--- src/rtl/uart_tx_param.sv ---
// uart_tx_param
// -----------------------------------------------------------------------------
// Parameterised UART transmitter. Bytes are accepted into a holding store via a
// valid/ready handshake and serialised as: start bit (0), DATA_BITS data bits
// LSB first, optional parity bit, STOP_BITS stop bits (1). Each bit lasts
// CLKS_PER_BIT clock cycles. Back-to-back frames are sent with no idle bit
// when the holding store already has the next byte.
//
// Configuration macro: UART_TX_FIFO_EN
//   undefined : holding store is a single register (FIFO_DEPTH ignored)
//   defined   : holding store is a FIFO_DEPTH-entry FIFO
//
// Parameters
//   DATA_BITS    payload bits per frame (5..9)
//   CLKS_PER_BIT clk cycles per serial bit (2..65535)
//   PARITY_MODE  0 = none, 1 = even, 2 = odd
//   STOP_BITS    1 or 2
//   FIFO_DEPTH   FIFO entries, power of two 2..16 (FIFO build only)
//
// Ports
//   clk        in   single clock, rising edge
//   rst        in   asynchronous active-high reset; aborts any frame
//   data_bus   in   byte to transmit
//   data_valid in   data_bus holds a byte
//   data_ready out  store can accept data_bus on this edge
//   serial_out out  registered serial line, idle high
//   busy       out  high while a frame is on the line
//   tx_done    out  one-cycle pulse after the last stop bit
//   fsm_state  out  current FSM state encoding (debug)
//
// Handshake: a byte transfers on every rising edge where data_valid and
// data_ready are both high, and on no other edge. data_ready depends only on
// registered state, never combinationally on data_valid.
// -----------------------------------------------------------------------------
module uart_tx_param #(
  parameter int unsigned DATA_BITS    = 8,
  parameter int unsigned CLKS_PER_BIT = 16,
  parameter int unsigned PARITY_MODE  = 0,
  parameter int unsigned STOP_BITS    = 1,
  parameter int unsigned FIFO_DEPTH   = 4
) (
  input  logic                 clk,
  input  logic                 rst,
  input  logic [DATA_BITS-1:0] data_bus,
  input  logic                 data_valid,
  output logic                 data_ready,
  output logic                 serial_out,
  output logic                 busy,
  output logic                 tx_done,
  output logic [2:0]           fsm_state
);

  typedef enum logic [2:0] {
    IDLE   = 3'd0,
    START  = 3'd1,
    DATA   = 3'd2,
    PARITY = 3'd3,
    STOP   = 3'd4
  } state_t;

  localparam int unsigned BAUD_W = $clog2(CLKS_PER_BIT);
  localparam logic [BAUD_W-1:0] BAUD_LAST = BAUD_W'(CLKS_PER_BIT - 1);
  localparam logic [3:0] DATA_LAST = 4'(DATA_BITS - 1);
  localparam logic [3:0] STOP_LAST = 4'(STOP_BITS - 1);
  localparam logic       PAR_ODD   = (PARITY_MODE == 2);

  // Reject illegal configurations at elaboration.
  if (DATA_BITS < 5 || DATA_BITS > 9 || CLKS_PER_BIT < 2 || CLKS_PER_BIT > 65535 ||
      PARITY_MODE > 2 || STOP_BITS < 1 || STOP_BITS > 2 ||
      FIFO_DEPTH < 2 || FIFO_DEPTH > 16 || (FIFO_DEPTH & (FIFO_DEPTH - 1)) != 0) begin : g_bad_cfg
    $error("uart_tx_param: illegal parameter set");
  end

  state_t               state;
  logic [BAUD_W-1:0]    baud;
  logic [3:0]           bit_cnt;
  logic [DATA_BITS-1:0] shift;
  logic                 par_bit;
  logic                 ready_en;

  logic                 store_empty;
  logic                 store_full;
  logic [DATA_BITS-1:0] store_head;
  logic                 push;
  logic                 load;
  logic                 baud_last;

  assign baud_last  = (baud == BAUD_LAST);
  assign push       = data_valid & data_ready;
  // ready_en holds data_ready low through reset and lifts it on the first edge after.
  assign data_ready = ready_en & ~store_full;
  assign fsm_state  = state;

  // The shift register is loaded from the store when idle, or straight out of
  // the final stop bit so consecutive frames have no gap.
  assign load = ~store_empty &
                ((state == IDLE) ||
                 (state == STOP && baud_last && bit_cnt == STOP_LAST));

  always_ff @(posedge clk or posedge rst) begin
    if (rst) ready_en <= 1'b0;
    else     ready_en <= 1'b1;
  end

`ifdef UART_TX_FIFO_EN
  localparam int unsigned PTR_W = $clog2(FIFO_DEPTH);
  localparam logic [PTR_W:0] FULL_COUNT = (PTR_W + 1)'(FIFO_DEPTH);

  logic [DATA_BITS-1:0] mem [FIFO_DEPTH];
  logic [PTR_W-1:0]     wr_ptr;
  logic [PTR_W-1:0]     rd_ptr;
  logic [PTR_W:0]       count;

  assign store_empty = (count == '0);
  assign store_full  = (count == FULL_COUNT);
  assign store_head  = mem[rd_ptr];

  always_ff @(posedge clk) begin
    if (push) mem[wr_ptr] <= data_bus;
  end

  // Pointers wrap naturally because FIFO_DEPTH is a power of two.
  always_ff @(posedge clk or posedge rst) begin
    if (rst) begin
      wr_ptr <= '0;
      rd_ptr <= '0;
      count  <= '0;
    end else begin
      if (push) wr_ptr <= wr_ptr + 1'b1;
      if (load) rd_ptr <= rd_ptr + 1'b1;
      case ({push, load})
        2'b10:   count <= count + 1'b1;
        2'b01:   count <= count - 1'b1;
        default: count <= count;
      endcase
    end
  end
`else
  logic                 hold_full;
  logic [DATA_BITS-1:0] hold_data;

  assign store_empty = ~hold_full;
  assign store_full  = hold_full;
  assign store_head  = hold_data;

  // push requires hold_full low and load requires it high, so they never
  // coincide on one edge.
  always_ff @(posedge clk or posedge rst) begin
    if (rst) begin
      hold_full <= 1'b0;
      hold_data <= '0;
    end else begin
      if (load) hold_full <= 1'b0;
      if (push) begin
        hold_full <= 1'b1;
        hold_data <= data_bus;
      end
    end
  end
`endif

  // Transmit FSM. serial_out is assigned the value of the bit being entered,
  // so the line is driven straight from a flop.
  always_ff @(posedge clk or posedge rst) begin
    if (rst) begin
      state      <= IDLE;
      baud       <= '0;
      bit_cnt    <= '0;
      shift      <= '0;
      par_bit    <= 1'b0;
      serial_out <= 1'b1;
      busy       <= 1'b0;
      tx_done    <= 1'b0;
    end else begin
      tx_done <= 1'b0;
      if (load) begin
        if (state == STOP) tx_done <= 1'b1;
        state      <= START;
        baud       <= '0;
        bit_cnt    <= '0;
        shift      <= store_head;
        par_bit    <= (^store_head) ^ PAR_ODD;
        serial_out <= 1'b0;
        busy       <= 1'b1;
      end else begin
        case (state)
          IDLE: begin
            serial_out <= 1'b1;
            busy       <= 1'b0;
          end
          START: begin
            if (baud_last) begin
              state      <= DATA;
              baud       <= '0;
              bit_cnt    <= '0;
              serial_out <= shift[0];
            end else begin
              baud <= baud + 1'b1;
            end
          end
          DATA: begin
            if (baud_last) begin
              baud <= '0;
              if (bit_cnt == DATA_LAST) begin
                bit_cnt <= '0;
                if (PARITY_MODE != 0) begin
                  state      <= PARITY;
                  serial_out <= par_bit;
                end else begin
                  state      <= STOP;
                  serial_out <= 1'b1;
                end
              end else begin
                // shift[1] is the next data bit before the shift lands.
                bit_cnt    <= bit_cnt + 1'b1;
                shift      <= shift >> 1;
                serial_out <= shift[1];
              end
            end else begin
              baud <= baud + 1'b1;
            end
          end
          PARITY: begin
            if (baud_last) begin
              state      <= STOP;
              baud       <= '0;
              bit_cnt    <= '0;
              serial_out <= 1'b1;
            end else begin
              baud <= baud + 1'b1;
            end
          end
          STOP: begin
            if (baud_last) begin
              baud <= '0;
              if (bit_cnt == STOP_LAST) begin
                tx_done    <= 1'b1;
                bit_cnt    <= '0;
                state      <= IDLE;
                busy       <= 1'b0;
                serial_out <= 1'b1;
              end else begin
                bit_cnt <= bit_cnt + 1'b1;
              end
            end else begin
              baud <= baud + 1'b1;
            end
          end
          default: begin
            state      <= IDLE;
            serial_out <= 1'b1;
            busy       <= 1'b0;
          end
        endcase
      end
    end
  end

endmodule

--- config.mk ---
export PLATFORM = sky130hd
export DESIGN_NAME = uart_tx_param
export DESIGN_NICKNAME = d
export VERILOG_FILES = /design/src/rtl/uart_tx_param.sv
export SDC_FILE = /design/constraint.sdc
export NUM_CORES = 1
export LEC_CHECK = 0
export ABC_CLOCK_PERIOD_IN_PS = 2200
export CAP_MARGIN = 0
export CORE_ASPECT_RATIO = 0.6
export CORE_MARGIN = 2
export CORE_UTILIZATION = 33
export DETAILED_ROUTE_END_ITERATION = 10
export GPL_ROUTABILITY_DRIVEN = 0
export PLACE_DENSITY = 0.61
export SYNTH_ARGS = -nofsm -noshare
export SYNTH_HDL_FRONTEND = slang
export SYNTH_SLANG_ARGS = --single-unit
--- constraint.sdc ---
create_clock -name clk -period 2.2 [get_ports clk]
set_input_delay 0.44 -clock clk [delete_from_list [all_inputs] [get_ports clk]]
set_output_delay 0.44 -clock clk [all_outputs]
set_load 0.02 [all_outputs]
# Yosys cells after proc, flatten, opt, wreduce, memory -nomap -nowiden
# Index checks and enable logic that the tools add are counted.
totals:
  out_inout_bits: 7
  register_bits: 32
  word_cells: 91
  in_bits: 11
op_classes:
  bitwise: 4
  eq_ne: 16
  n_reduce_logical: 18
  add_sub_neg: 2
  n_mux: 41
op_table:
  columns: ["op", "n"]
  rows:
  - ["2-to-1 mux 4 bit", 9]
  - ["2-to-1 mux 8 bit", 4]
  - ["2-to-1 mux 3 bit", 7]
  - ["2-to-1 mux 1 bit", 17]
  - ["!= test 3 bit, second input constant", 5]
  - ["one-hot mux 3 bit (5 select lines)", 1]
  - ["one-hot mux 4 bit (3 select lines)", 1]
  - ["adder 4 x 1 -> 4 bit, second input constant", 2]
  - ["nonzero test 2 bit", 4]
  - ["AND reduction 7 bit", 1]
  - ["== test 3 x 2 -> 1 bit, second input constant", 2]
  - ["AND reduction 3 bit", 2]
  - ["AND reduction 5 bit", 1]
  - ["== test 4 x 3 -> 1 bit, second input constant", 1]
  - ["== test 4 bit, second input constant", 1]
  - ["logical NOT 4 bit", 1]
  - ["!= test 2 bit, second input constant", 2]
  - ["one-hot mux 1 bit (4 select lines)", 1]
  - ["AND reduction 4 bit", 1]
  - ["nonzero test 4 bit", 1]
  - ["OR reduction 4 bit", 1]
  - ["AND 1 bit", 3]
  - ["== test 3 x 1 -> 1 bit, second input constant", 1]
  - ["== test 3 bit, second input constant", 1]
  - ["other kinds (10)", 11]

# Depth between registers and ports, before layout
# Gate-level depths: netlist of the first run.
depth:
  depth_word: 7
  depth_mapped: 7
  mapped_depth_nobuf: 6

# Worst setup path before layout of the first run
# No wires, ideal clock.
synth_path:
  path_type: "flip-flop to flip-flop"
  start: "register bit_cnt[0]"
  end: "register shift[1]"
  path_slack_ns: 0.467
  period_less_slack_ns: 1.733
  path_stages_with_launch: 7
  path_buffers: 0
  setup_time_ns: 0.126
  required_ns: 2.074
  arrival_ns: 1.607
  cell_sequence: "dfrtp_1 > inv_1 > ha_1 > or3b_4 > o21ai_0 > a21oi_2 > a221o_1"
synth_between:
  elab_chain_cells: 6
  word_cells_on_any_way: 10
  cone_classes: "eq/ne: 2; mux: 1; bitwise: 1; reduce/logical: 6"
synth_lines:
  columns: ["element", "line_no", "source"]
  rows:
  - ["start, declared", "76", "logic [3:0] bit_cnt;"]
  - ["start signal, assigned", "215", "bit_cnt <= bit_cnt + 1'b1;"]
  - ["start signal, assigned", "243", "bit_cnt <= bit_cnt + 1'b1;"]
  - ["logical NOT 4 bit", "98", "(state == STOP && baud_last && bit_cnt == STOP_LAST));"]
  - ["logical AND 1 bit", "98", null]
  - ["logical OR 1 bit", "97", "((state == IDLE) ||"]
  - ["AND 1 bit", "96", "assign load = ~store_empty &"]
  - ["!= test 2 bit (no source line) or nonzero test 2 bit (tied branches)", null, null]
  - ["AND reduction 3 bit (no source line)", null, null]
  - ["end signal, assigned", "181", "shift <= store_head;"]
  - ["end signal, assigned", "216", "shift <= shift >> 1;"]
  - ["end, declared", "77", "logic [DATA_BITS-1:0] shift;"]
# Parallel ways exist; a longest one is shown, timed or not.
# A chain may end at the register's enable or synchronous reset.

# Worst setup path in the final report of the first run
layout_path:
  start: "register state[1] (netlist: fsm_state[1])"
  end: "output fsm_state[1]"
layout_lines:
  columns: ["element", "line_no", "source"]
  rows:
  - ["start, declared", "74", "state_t state;"]
  - ["start signal, assigned", "166", "state <= IDLE;"]
  - ["start signal, assigned", "178", "state <= START;"]
  - ["start signal, assigned", "193", "state <= DATA;"]
  - ["end, declared", "50", "output logic [2:0] fsm_state"]
# No word-level cell between the ends.

==> metrics.md, run 1 <==
| Metric | Value |
|---|---|
| I/O Buffers | `17` |
| First-pass GRT wire length | `6200 um` |
| Antenna diodes | `0` |
| Register area share after synthesis | `0.477` |
| GRT Total Usage | `0.143` |
| Crit-path slowest cell | `clkdlybuf4s50_1` |
| Pleak | `0.000828 uW` |
| Final period utilization | `0.942` |
| PD cells | `approximately 620 nW/um^2` |
| Pre-CTS WS | `around 290 ps` |
| Achievable frequency | `between 400 and 500 MHz` |
| CTS sink cnt | `32` |
| Area Overhead vs Synth | `20.2%` |
| Core Util, Final | `0.406` |
| Die height | `approximately 59 um` |
| Worst path bufs/invs | `1` |
| Worst Clk Skew | `slightly below 6 ps` |
| Initial core utilization | `0.338` |
| Slew Limit Fails | `0` |
| Startpoint class of the critical path | `flip-flop` |
| R2r endpoint | `shift[0]$_DFFE_PP0P_` |
| Max VDD drop | `~0.26 mV` |
| Reg-to-reg startpoint | `baud[0]$_DFFE_PP0P_` |
| Status | `finished, final reports clean` |
| Routed wire length | `3510 um` |
| Max incr delay on CP | `~700 ps` |
| H-tree levels | `2` |
| Max-cap violations | `0` |
| Clk_lat worst skew | `280 ps` |
| Clk pin slew, worst setup/hold paths | `~70 ps` |
| I/O pin count | `18` |
| Crit path required time | `about 1800 ps` |
| Vias in the first global route | `approximately 1,300` |
| Kind of cell adding the most delay to the critical path | `buffers and inverters` |
| CTS-repair resized insts | `0` |
| Crit path capture | `fsm_state[1]` |
| Setup_tns | `0 ps` |
| Synth async-reset ratio | `1.00` |
| # setup viols final | `0` |
| Die Span X | `96.2 um` |
| Setup bufs post-CTS | `0` |
| Fin. Hold Viols | `0` |
| Via density | `~5.3` |
| Crit path from | `fsm_state[1]$_DFFE_PP0P_` |
| Final worst slack | `roughly 130 ps` |
| Final global-route overflow total | `0` |
| Number of synthesized flops with an enable pin | `0` |
| Nets | `186` |
| Via count | `1,259` |
| Largest net degree at the start of global routing | `33` |
| R2R Setup Slk | `approximately 250 ps` |
| Primary FF master, synth | `dfrtp_1` |
| FF+latch area | `802 um^2` |
| Root buffer cell | `clkbuf_8` |
| Layout cells sized above 1 | `0.249` |
| Minimum clock period | `2070 ps` |
| Worst Reg2Reg Path Length in Cells | `5` |
| WS Path Type | `flip-flop to output pin` |
| Routed length per instance | `about 15 um` |
| Hold_buf cts | `0` |
| Drt pass-1 iters | `4` |
| Initial antenna violation count | `0` |
| CP Capture Type | `output pin` |
| Min-Delay Path Class | `flip-flop to flip-flop` |
| DP Wirelength | `around 2500 um` |
| Syn nets | `approximately 160` |
| Maximum clock path buffer count | `2` |
| Stages on the worst setup path | `1` |
| Area of the multi-input gates | `827 um^2` |
| Die ar. | `about 5700 um^2` |
| Initial DRC count | `35` |
| Placed Cells | `roughly 230` |
| Crit path DAT | `around 1600 ps` |
| Seq cells post-synth | `32` |
| Std-Cell Core Area | `approximately 5000 um^2` |
| TritonCTS clock tree | `built` |
| Post-route insts no fill | `between 200 and 250` |
| RSZ-0062 raised after global routing | `false` |
| ANT nets after route | `0` |
| Syn Area/Cell | `11.3 um^2` |
| Critical-path maximum fanout | `14` |
| Post-Syn Instances | `149` |
| Site row count | `20` |
| Netlist cell types | `between 50 and 60` |
| CTS Buf Count | `5` |
| Residual DRC | `0` |
| Yosys Warn Count | `0` |
| Cell Area, Synth | `between 1500 and 2000 um^2` |
| Hold path depth | `2` |
| Critical Path, Cell by Cell | `clkdlybuf4s50_1` |
| Fill cells | `467` |
==> placed cells by master, fill, tap and decap left out, drive strengths merged, types with 3 or more instances in the layout <==
cell	n
nor3	3
a21oi	8
clkinv	3
dfrtp	31
nand3	3
mux2	8
nand2b	3
clkdlybuf4s50	17
a221o	7
and2	8
nand2	7
nor2	6
or3b	4
ha	3
inv	8
buf	3
o22ai	7
clkbuf	5
o21ai	5
==> cells by family (layout without fill, tap and decap cells) <==
family	count (synthesis)	count (layout)	share of synthesized area
flops	32	32	0.477
simple gates	48	48	0.196
mux	9	9	0.0595
xor+xnor	2	2	0.0104
other cells	1	1	0.00223
fa+ha+maj	3	3	0.0223
buf+inv	12	36	0.0312
compound gates	42	42	0.201
==> through the flow <==
stage                     cell area (um^2)  power [uW]  hold WS, ps
after global placement                1930         813          468
after floorplan                       1680         770          462
final                                 2020        1250          468
after CTS                             2020        1270          474
after global routing                  2020        1330          491
after detailed placement              1930         826          461
==> synth_stat cells, drive strengths merged, types with 4 or more instances <==
master	instances	area, um^2
dfrtp	31	776
o22ai	7	43.8
a221o	7	70.1
buf	4	22.5
nand2	7	26.3
a21oi	8	47.6
o21ai	5	25.0
or3b	4	37.5
inv	8	30.0
and2	8	58.8
mux2	8	90.1
nor2	6	32.5
==> per-layer routing <==
layer,track usage,wire length (um),vias up
met2,0.222,1530,37
met1,0.197,1790,617
met4,0.0367,19,0
met3,0.0420,170,5
met5,0,0,-
li1,-,-,600
==> worst min path at each step <==
stage                                      start                endpoint  slack, ps
after floorplan             shift[7]$_DFFE_PP0P_    shift[7]$_DFFE_PP0P_        460
after global placement    serial_out$_DFFE_PP1P_  serial_out$_DFFE_PP1P_        470
after detailed placement  serial_out$_DFFE_PP1P_  serial_out$_DFFE_PP1P_        460
after CTS                 serial_out$_DFFE_PP1P_  serial_out$_DFFE_PP1P_        470
after global routing      serial_out$_DFFE_PP1P_  serial_out$_DFFE_PP1P_        490
final                     serial_out$_DFFE_PP1P_  serial_out$_DFFE_PP1P_        470
==> state kept, by name, indices dropped and copies added, names as in the netlist <==
name        flops
baud            4
bit_cnt         4
busy            1
fsm_state       3
hold_data       8
hold_full       1
ready_en        1
serial_out      1
shift           8
tx_done         1
==> layout make-up <==
type / instances / share of cell area
timing repair buffer: 20 / 0.0953
inverter: 8 / 0.0149
multi-input combinational: 105 / 0.409
tap: 66 / 0.0408
clock buffer: 5 / 0.0340
clock inverter: 3 / 0.00928
sequential: 32 / 0.397
==> report_power, final <==
group	switching [uW]	total, uW	internal (uW)
logic	36.3	107	71.0
clock network	223	443	220
registers	46.7	704	658
total	306	1250	949
Power figures use the tool's default switching activity.
==> run 2: changes to the inputs <==
--- a/config.mk
+++ b/config.mk
@@ -11,8 +11,9 @@
 export CORE_MARGIN = 2
 export CORE_UTILIZATION = 33
 export DETAILED_ROUTE_END_ITERATION = 10
+export DONT_BUFFER_PORTS = 1
 export GPL_ROUTABILITY_DRIVEN = 0
-export PLACE_DENSITY = 0.61
+export PLACE_DENSITY = 0.57
 export SYNTH_ARGS = -nofsm -noshare
 export SYNTH_HDL_FRONTEND = slang
 export SYNTH_SLANG_ARGS = --single-unit
==> run 2 against run 1 <==
Against the previous run: setup slack better by 110 ps; total power is 8.0% higher; die area stayed put; critical path type is now flip-flop to flip-flop; highest routed layer unchanged.
==> metrics.md, run 2 (synthesis results as in run 1) <==
| Metric | Value |
|---|---|
| Via count | `approximately 1,200` |
| Area Overhead vs Synth | `12.4%` |
| Max VDD drop | `~0.42 mV` |
| Layout cells sized above 1 | `0.285` |
| Clk pin slew, worst setup/hold paths | `roughly 70 ps` |
| Site row count | `20` |
| Via density | `5.38` |
| Reg-to-reg startpoint | `bit_cnt[0]$_DFFE_PP0P_` |
| Crit-path slowest cell | `or3b_4` |
| Post-route insts no fill | `around 220` |
| Max-cap violations | `0` |
| Pleak | `slightly below 0.0008 uW` |
| # setup viols final | `0` |
| Min-Delay Path Class | `input port to async pin` |
| Crit path required time | `around 2400 ps` |
| Final global-route overflow total | `0` |
| Nets | `~170` |
| CTS Buf Count | `5` |
| Clk_lat worst skew | `just under 300 ps` |
| I/O pin count | `18` |
| Antenna diodes | `0` |
| Most frequent cells in the layout | `dfrtp_1 (31), inv_1 (8), mux2_2 (8)` |
| H-tree levels | `2` |
| Max incr delay on CP | `420 ps` |
| Worst Clk Skew | `approximately 3.5 ps` |
| Largest registers | `hold_data x8, shift x8` |
| Die height | `between 50 and 60 um` |
| Die Span X | `96.2 um` |
| Status | `finished, final reports clean` |
| Slew Limit Fails | `0` |
| Clock share of power | `0.420` |
| Routed length per instance | `15.7 um` |
| GRT Total Usage | `0.145` |
| Sequential group share of total power | `0.515` |
| CP Capture Type | `flip-flop` |
| ANT nets after route | `0` |
| Root buffer cell | `clkbuf_8` |
| Post-route cell area | `about 1900 um^2` |
| Sw Ratio | `0.227` |
| Residual DRC | `0` |
| Setup_tns | `0 ps` |
| Commonest non-fill, non-tap cell in the layout | `dfrtp_1` |
| Routed wire length | `approximately 3500 um` |
| Largest net degree at the start of global routing | `33` |
| Crit path from | `bit_cnt[0]$_DFFE_PP0P_` |
| Achievable frequency | `511 MHz` |
| Startpoint class of the critical path | `flip-flop` |
| PD cells | `between 700 and 800 nW/um^2` |
| Fin. Hold Viols | `0` |
| TritonCTS clock tree | `built` |
| Initial core utilization | `0.338` |
| Total power | `roughly 1400 uW` |
| Psw | `about 310 uW` |
| Maximum clock path buffer count | `2` |
| Die ar. | `approximately 5700 um^2` |
| CTS sink cnt | `32` |
| Dpl cell area | `between 1500 and 2000 um^2` |
| Initial antenna violation count | `0` |
| Int Power | `approximately 1000 uW` |
| Placed Cells | `216` |
| First-pass GRT wire length | `approximately 6200 um` |
| Smallest hold slack | `about 120 ps` |
| DP Wirelength | `roughly 2600 um` |
| Critical-path maximum fanout | `8` |
| Std-Cell Core Area | `between 4000 and 5000 um^2` |
| Minimum clock period | `just under 2000 ps` |
| Final period utilization | `0.890` |
| RSZ-0062 raised after global routing | `false` |
| Crit path DAT | `about 2100 ps` |
| CTS-repair resized insts | `0` |
| I/O Buffers | `0` |
| Critical Path, Cell by Cell | `inv_1, ha_1, or3b_4, o21ai_0, a21oi_2, a221o_1` |
| Setup bufs post-CTS | `0` |
| WS Path Type | `flip-flop to flip-flop` |
| Logic pwr share | `0.065` |
| Fill cells | `~470` |
| Vias in the first global route | `1,246` |
| Initial DRC count | `70` |
| Drt pass-1 iters | `5` |
| Hold_buf cts | `0` |
## run 2: changes by cell type in the layout (fill, tap and decap cells not counted)
cell / change
buf_4: +2
bufinv_16: +1
clkdlybuf4s50_1: -17
clkinvlp_4: +1
clkinv_2: -1
clkinv_4: -1
## run 2: power groups by stage
stage / clock, uW / sequential, uW / combinational, uW
6_report: 569 / 698 / 87.9
5_1_grt: 616 / 706 / 102
4_1_cts: 583 / 698 / 91.5
3_5_place_dp: 0 / 710 / 91.3
3_3_place_gp: 0 / 708 / 87.5
2_1_floorplan: 0 / 694 / 76.4
## run 2: final cells by class
type | instances | area [um^2] | area share
timing repair buffer | 5 | 37.5 | 0.0199
inverter | 8 | 30.0 | 0.0159
clock buffer | 5 | 68.8 | 0.0364
multi-input combinational | 105 | 827 | 0.437
sequential | 32 | 802 | 0.424
tap | 66 | 82.6 | 0.0437
clock inverter | 3 | 42.5 | 0.0225
## run 2: through the flow
step,util,setup WS [ps]
detailed placement,0.357,259
finish,0.380,242
floorplan,-,467
global route,0.380,125
global placement,0.357,375
CTS,0.380,228
## run 2: path summary, 6_finish.rpt
check | endpoint | slack [ps] | cells after the start
min in group clk | hold_data[7]$_DFFE_PP0P_ | 300 | 1
max in group asynchronous | serial_out$_DFFE_PP1P_ | 1750 | 2
worst max register to register | shift[6]$_DFFE_PP0P_ | 240 | 6
worst min register to register | shift[7]$_DFFE_PP0P_ | 500 | 1
worst max-delay path | shift[6]$_DFFE_PP0P_ | 240 | 6
worst min-delay path | hold_data[6]$_DFFE_PP0P_ | 120 | 2
## run 2: routing by layer
layer,GRT usage,up-vias,wire [um]
li1,-,575,-
met1,0.192,591,1670
met2,0.227,36,1570
met3,0.0509,3,242
met4,0.0429,0,27
met5,0,-,0
## run 2: critical path, delay by kind of cell, from the launching register on
family	cells	cell delay, ps
adders and majority gates	1	210
AOI/OAI and AO/OA	3	700
DFF	1	400
and+or+nand+nor	1	420
buffers and inverters	1	100
